--- src/rtl/serial_transmitter.sv ---
// Byte-serial asynchronous frame transmitter: start bit, 8 data bits LSB first, optional even parity, stop bit(s).
// Optional parity bit is compiled in when SERIAL_TX_PARITY_EN is defined.
module serial_transmitter #(
    parameter int CLKS_PER_BIT = 868,
    parameter int STOP_BITS    = 1
) (
    input  logic       clk100_i,
    input  logic       rstn_i,
    input  logic [7:0] data_i,
    input  logic       start_i,
    output logic       busy_o,
    output logic       done_o,
    output logic       tx_o
);

    // Handshake: start_i is accepted only on a cycle where busy_o is low; a start_i
    // seen while busy_o is high is dropped, and busy_o rises in the very next cycle.

    localparam int CNT_W = (CLKS_PER_BIT > 1) ? $clog2(CLKS_PER_BIT) : 1;
    localparam logic [CNT_W-1:0] CNT_MAX   = CNT_W'(CLKS_PER_BIT - 1);
    localparam logic [2:0]       STOP_LAST = 3'(STOP_BITS - 1);

    typedef enum logic [2:0] {
        S_IDLE   = 3'd0,
        S_START  = 3'd1,
        S_DATA   = 3'd2,
`ifdef SERIAL_TX_PARITY_EN
        S_PARITY = 3'd3,
`endif
        S_STOP   = 3'd4
    } state_t;

    state_t           state_q, state_d;
    logic [CNT_W-1:0] cnt_q, cnt_d;
    logic [2:0]       bit_q, bit_d;
    logic [7:0]       shift_q, shift_d;
    logic             tx_d, busy_d, done_d;
    logic             bit_end;
`ifdef SERIAL_TX_PARITY_EN
    logic             par_q, par_d;
`endif

    assign bit_end = (cnt_q == CNT_MAX);

    // State register plus datapath and registered outputs
    always_ff @(posedge clk100_i) begin
        if (!rstn_i) begin
            state_q <= S_IDLE;
            cnt_q   <= '0;
            bit_q   <= '0;
            shift_q <= '0;
            tx_o    <= 1'b1;
            busy_o  <= 1'b0;
            done_o  <= 1'b0;
`ifdef SERIAL_TX_PARITY_EN
            par_q   <= 1'b0;
`endif
        end else begin
            state_q <= state_d;
            cnt_q   <= cnt_d;
            bit_q   <= bit_d;
            shift_q <= shift_d;
            tx_o    <= tx_d;
            busy_o  <= busy_d;
            done_o  <= done_d;
`ifdef SERIAL_TX_PARITY_EN
            par_q   <= par_d;
`endif
        end
    end

    // Next-state logic
    always_comb begin
        state_d = state_q;
        case (state_q)
            S_IDLE:   if (start_i) state_d = S_START;
            S_START:  if (bit_end) state_d = S_DATA;
            S_DATA: begin
                if (bit_end && bit_q == 3'd7) begin
`ifdef SERIAL_TX_PARITY_EN
                    state_d = S_PARITY;
`else
                    state_d = S_STOP;
`endif
                end
            end
`ifdef SERIAL_TX_PARITY_EN
            S_PARITY: if (bit_end) state_d = S_STOP;
`endif
            S_STOP:   if (bit_end && bit_q == STOP_LAST) state_d = S_IDLE;
            default:  state_d = S_IDLE;
        endcase
    end

    // Datapath next values; bit_q doubles as the stop-bit counter in STOP
    always_comb begin
        cnt_d   = cnt_q;
        bit_d   = bit_q;
        shift_d = shift_q;
`ifdef SERIAL_TX_PARITY_EN
        par_d   = par_q;
`endif
        if (state_q == S_IDLE) begin
            cnt_d = '0;
            bit_d = '0;
            if (start_i) begin
                shift_d = data_i;
`ifdef SERIAL_TX_PARITY_EN
                par_d   = ^data_i;
`endif
            end
        end else begin
            cnt_d = bit_end ? '0 : cnt_q + 1'b1;
            if (bit_end && state_q == S_DATA) begin
                shift_d = {1'b0, shift_q[7:1]};
                bit_d   = bit_q + 3'd1;
            end
            if (bit_end && state_q == S_STOP) begin
                bit_d = (state_d == S_IDLE) ? 3'd0 : bit_q + 3'd1;
            end
        end
    end

    // Output logic, evaluated on the next state so the registered outputs line up with it
    always_comb begin
        tx_d   = 1'b1;
        busy_d = (state_d != S_IDLE);
        done_d = (state_q == S_STOP) && (state_d == S_IDLE);
        case (state_d)
            S_START:  tx_d = 1'b0;
            S_DATA:   tx_d = shift_d[0];
`ifdef SERIAL_TX_PARITY_EN
            S_PARITY: tx_d = par_d;
`endif
            default:  tx_d = 1'b1;
        endcase
    end

endmodule

--- config.mk ---
export PLATFORM = sky130hd
export DESIGN_NAME = serial_transmitter
export DESIGN_NICKNAME = d
export VERILOG_FILES = /design/src/rtl/serial_transmitter.sv
export SDC_FILE = /design/constraint.sdc
export NUM_CORES = 1
export LEC_CHECK = 0
export ABC_AREA = 1
export BUFFER_PORTS_ARGS = -buffer_cell sky130_fd_sc_hd__buf_2
export CAP_MARGIN = 20
export CORE_AREA = 8 8 70 72
export CTS_CLUSTER_SIZE = 8
export DETAILED_ROUTE_END_ITERATION = 7
export DIE_AREA = 0 0 78 80
export PLACE_DENSITY_LB_ADDON = 0.15
export SYNTH_ARGS = -nofsm -noshare
export SYNTH_HDL_FRONTEND = slang
export SYNTH_SLANG_ARGS = --single-unit
--- constraint.sdc ---
create_clock -name clk100_i -period 2.1 [get_ports clk100_i]
set_clock_uncertainty 0.15 [all_clocks]
set_input_delay 0 -clock clk100_i [delete_from_list [all_inputs] [get_ports clk100_i]]
set_output_delay 0 -clock clk100_i [all_outputs]
set_load 0.005 [all_outputs]
---- Word level (Yosys, flattened, before mapping) ----
Cells that the tools add are included.
operators by class
  $add $sub $neg .......................... 2
  equality and inequality tests ........... 8
  multiplexer cells ....................... 12
  bitwise operators ....................... 1
  reduce and logical (&&, ||, !) cells .... 14
operators with widths
  kind                                            count
  2-to-1 mux 8 bit                                3
  2-to-1 mux 3 bit                                7
  one-hot mux 3 bit (4 select lines)              1
  adder 10 x 1 -> 10 bit (second input constant)  1
  == test 10 bit (second input constant)          1
  zero test 3 bit                                 3
  == test 3 x 1 -> 1 bit (second input constant)  2
  == test 3 x 2 -> 1 bit (second input constant)  2
  == test 3 bit (second input constant)           2
  logical AND 1 bit                               5
  nonzero test 2 bit                              2
  adder 3 x 1 -> 3 bit (second input constant)    1
  nonzero test 3 bit                              1
  OR reduction 3 bit                              1
  != test 2 bit (second input constant)           1
  one-hot mux 1 bit (2 select lines)              1
  AND reduction 2 bit                             1
  OR reduction 2 bit                              1
  inverter 1 bit                                  1
word-level totals
  register bits after elaboration ......... 27
  output and inout bits ................... 3

---- Logic depth before layout (Yosys ltp) ----
  word-level depth ........................ 7
  mapped depth ............................ 10
  depth with buffers taken out ............ 10

---- Worst setup path after synthesis ----
No wires, ideal clock.
  path type ............................... flip-flop to flip-flop
  from .................................... reg cnt_q[0]
  to ...................................... reg tx_o
  setup time .............................. 0.114 ns
  arrival time ............................ 1.289 ns
  path slack .............................. 0.547 ns
  cell stages (with the launch flop) ...... 10
  buffers on the path ..................... 1
  period minus slack after synthesis ...... 1.553 ns
  path through ............................ dfxtp_1 ha_1 nand4_1 nor2_4 buf_6 nand2_2 nand2_1 nor2_1 nor2_1 nand2_1
between the ends
  cells in the longest elaborated chain, start to end .. 6
  elaborated cells between the ends (all ways) .. 13
ends and longest elaborated chain
  what                                                                     line    RTL
  start: declaration                                                       34      logic [CNT_W-1:0] cnt_q, cnt_d;
  start signal: assignment                                                 60      cnt_q <= cnt_d;
  == test 10 bit (*)                                                       43      assign bit_end = (cnt_q == CNT_MAX);
  logical AND 1 bit (on tied branches)                                     90, 79
  2-to-1 mux 3 bit (on tied branches)                                      90, 79
  one-hot mux 3 bit (4 select lines)                                       75      case (state_q)
  == test 3 x 2 -> 1 bit / == test 3 x 1 -> 1 bit (equally long branches)  129     case (state_d)
  one-hot mux 1 bit (2 select lines) (*)                                   129
  end signal: assignment                                                   63      tx_o <= tx_d;
  end: declaration                                                         13      output logic tx_o
Every way passes the cells marked *; elsewhere a longest branch is shown, timed or not. The select of a mux whose other input is x is not followed.
A chain may end at the register's enable or synchronous reset.

---- Final worst setup path ----
  from .................................... reg cnt_q[0]
  to ...................................... reg busy_o
between the ends
  cells in the longest elaborated chain, start to end .. 5
  elaborated cells between the ends (all ways) .. 8
ends and longest elaborated chain
  what                                    line    RTL
  == test 10 bit (*)                      43
  logical AND 1 bit (on tied branches)    90, 79
  2-to-1 mux 3 bit (on tied branches)     90, 79
  one-hot mux 3 bit (4 select lines) (*)  75
  nonzero test 3 bit (*)                  127     busy_d = (state_d != S_IDLE);
  end signal: assignment                  64      busy_o <= busy_d;
  end: declaration                        11      output logic busy_o,
Every way passes the cells marked *; elsewhere a longest branch is shown, timed or not.

==> run_results.csv <==
group,metric,value,unit
drt,wl_per_cell,10.08,µm
placement,dpl.hpwl,1928,µm
worst_hold_path,hp-class,"in -> reg",
pwr,clock_power_share,32.0,%
placement,placed_cell_area,1389,µm²
logic_synthesis,ys_types,25,
grt,grt.overflow.total,0,
logic_synthesis,synth_area_leaders,"dfxtp_1 42%, nand2_1 12%, nor2_1 7.9%, a21oi_1 7.5%, nand3_1 5.9%",
placement,dp.cells,239,
grt,grt_pass1_wl,4457,µm
drt,num_vias,1144,
logic_synthesis,syn_nets,193,
timing,tightest_slew,0.4775,ns
grt,grt_max_degree,16,
timing,hold_viol,0,
placement,place_ws,0.2124,ns
floorplan,rows,23,
grt,track_usage,8.398,%
drt,via_per_inst,4.576,
logic_synthesis,async_reset_ff_share,0,%
floorplan,initial_core_util,33.10,%
timing,setup_violations,0,
floorplan,die_h,80,µm
pwr,p_int,702.1,µW
drt,drt_iter0_drc,38,
critical_path,cp.required,2.09,ns
drt,first_pass_iters,4,
finish,final_cell_mix,"41 x nand2_1, 27 x nor2_1, 27 x dfxtp_1, 19 x a21oi_1, 15 x nand3_1",
clock_tree,ctsRootBufferMaster,"clkbuf_8",
logic_synthesis,synth_largest_area_cell,"dfxtp_1",
drt,postRouteWirelength,2521,µm
timing,rsz0062_at_grt,"no",
critical_path,arrival,1.90,ns
logic_synthesis,synth-edff-count,0,
logic_synthesis,synth_top_area_share,42.35,%
placement,place.gp.congestion,0.8021,
critical_path,slowest_delay,0.40,ns
logic_synthesis,avgSynthCellArea,7.170,µm²
timing,fin_crit_sh,90.80,%
pwr,power_frac_seq,58.6,%
grt,first_global_vias,1128,
clock_tree,cts_buffers,3,
logic_synthesis,synth_area,1276,µm²
clock_tree,clk_pin_slew,0.09,ns
critical_path,crit_fanout,13,
placement,io_buffers,13,
finish,drive_gt1_share,17.00,%
floorplan,io_pins,14,
logic_synthesis,ys.warnings.count,0,
clock_tree,cts.sinks,27,
timing,drv_slew,0,
pwr,pwr-share-comb,9.4,%
critical_path,worstPathCellList,"ha_1 > nand4_1 > nor2_4 > nand2_1 > nand2_1 > nand2_1 > nor2_1 > a21oi_1",
flow_run,maxCapViolCount,0,
floorplan,fp.dieW,78,µm
critical_path,path_buf_inv,0,
finish,fin_area,1504,µm²
grt,antenna_found_initial,0,
logic_synthesis,synth-main-ff-cell,"dfxtp_1",
critical_path,cp_slowest_cell,"dfxtp_1",
clock_tree,cts_tree,"yes",
timing,fin_tns_setup,0,ns
critical_path,start_kind,"flip-flop",
clock_tree,post_cts_buffers,0,
pwr,vdd_drop_max,0.0002314,V
logic_synthesis,syn_inst,178,
clock_tree,clockBufferDepth,2,
critical_path,critPathTopFamily,"simple AND/OR/NAND/NOR gates",
timing,finalCriticalPeriod,1.907,ns
critical_path,endpoint_kind,"flip-flop",
finish,fin_nets,216,
pwr,power_density,609.7,nW/µm²
floorplan,core_area,3856,µm²
run_status,status,"complete, no violations",
timing,slew_headroom,68.13,%
finish,antenna_cells,0,
critical_path,crit_top_cell,"nand2_1",
timing,fmax,0.5245,GHz
timing,setup_ws,0.1933,ns
pwr,p_switching,214.8,µW
finish,area_growth,17.84,%
logic_synthesis,synth-seq-cells,27,
finish,fin_cells,250,
drt,ant_nets,0,
pwr,p_leak,0.0006211,µW
drt,drcViolationCount,0,
clock_tree,clock_latency,0.27,ns
clock_tree,htreeDepth,1,
pwr,p_sw_share,23.43,%
finish,final_common_cell,"nand2_1",
finish,postLayoutCoreUtil,39.00,%
logic_synthesis,synth-seq-area-share,42.35,%
critical_path,path_class,"reg -> reg",
floorplan,dieArea,6240,µm²
registers in the layout, indices dropped and copies added, names as in the netlist:
register / count
cnt_q: 10
shift_q: 8
bit_q: 3
state_q: 3
busy_o: 1
done_o: 1
tx_o: 1
power by group through the flow:
stage | combinational (µW) | clock (µW) | sequential, µW
finish | 86.4 | 293 | 537
global route | 99.2 | 319 | 539
detailed placement | 78.0 | 0 | 549
floorplan | 53.4 | 0 | 548
CTS | 88.0 | 302 | 537
global placement | 76.7 | 0 | 549
layout make-up:
type,instances,area [µm²]
sequential,27,540.5
tap,50,62.56
inverter,18,67.56
fill,421,2352
multi-input combinational,131,653.1
timing repair buffer,20,135.1
clock buffer,4,45.04
cells by family after synthesis:
group	Yosys count	share of synthesized area [%]
and+or+nand+nor	99	34.90
DFF	27	42.35
AOI/OAI and AO/OA	26	10.98
buffers and inverters	20	6.470
adders and majority gates	4	3.922
xor gates and xnor gates	2	1.373
per-layer routing:
metal	vias to the layer above	GRT usage [%]	part of all wire (%)
met5	-	0	0
met4	0	2.593	0.63
met3	2	1.914	2.6
met2	16	15.12	46
met1	512	9.608	50
li1	614	-	-
worst paths after layout:
path,from,end,slack (ns),cells after the start
worst max-delay path,cnt_q[0]$_SDFF_PP0_,busy_o$_SDFF_PN0_,0.19,8
worst min-delay path,data_i[0],shift_q[0]$_SDFF_PN0_,0.003,5
worst max register to register,cnt_q[0]$_SDFF_PP0_,busy_o$_SDFF_PN0_,0.19,8
worst min register to register,shift_q[7]$_SDFFE_PN0P_,shift_q[7]$_SDFFE_PN0P_,0.32,2
synthesized netlist by cell type (2+ instances only):
library cell  number
or2_2              4
o21ai_0            3
nor2_1            27
nand2_1           41
dfxtp_1           27
inv_1             14
inv_2              4
nor2_2             2
ha_1               4
a21oi_1           19
nand3_1           15
nand2_2            4
nor2_4             2
repair_timing:
item	in CTS	in global routing
endpoints found under the hold margin	7	0
gates resized for setup	0	0
hold buffers	7	0
worst min-delay path: stages:
cell and delay, ns:
buf_2 0.09, nor2_1 0.08, o21ai_0 0.09, nand2_1 0.08
nor2_1 0.03
through the flow:
step / total power, µW / hold WS (ns)
3_5_place_dp: 627.3 / 0.1248
2_1_floorplan: 601.3 / -0.002825
3_3_place_gp: 625.6 / 0.1060
6_report: 916.9 / 0.002895
5_1_grt: 957.1 / 0.02947
4_1_cts: 927.2 / 0.008340
Note: power is estimated with default switching activity, not from simulation.
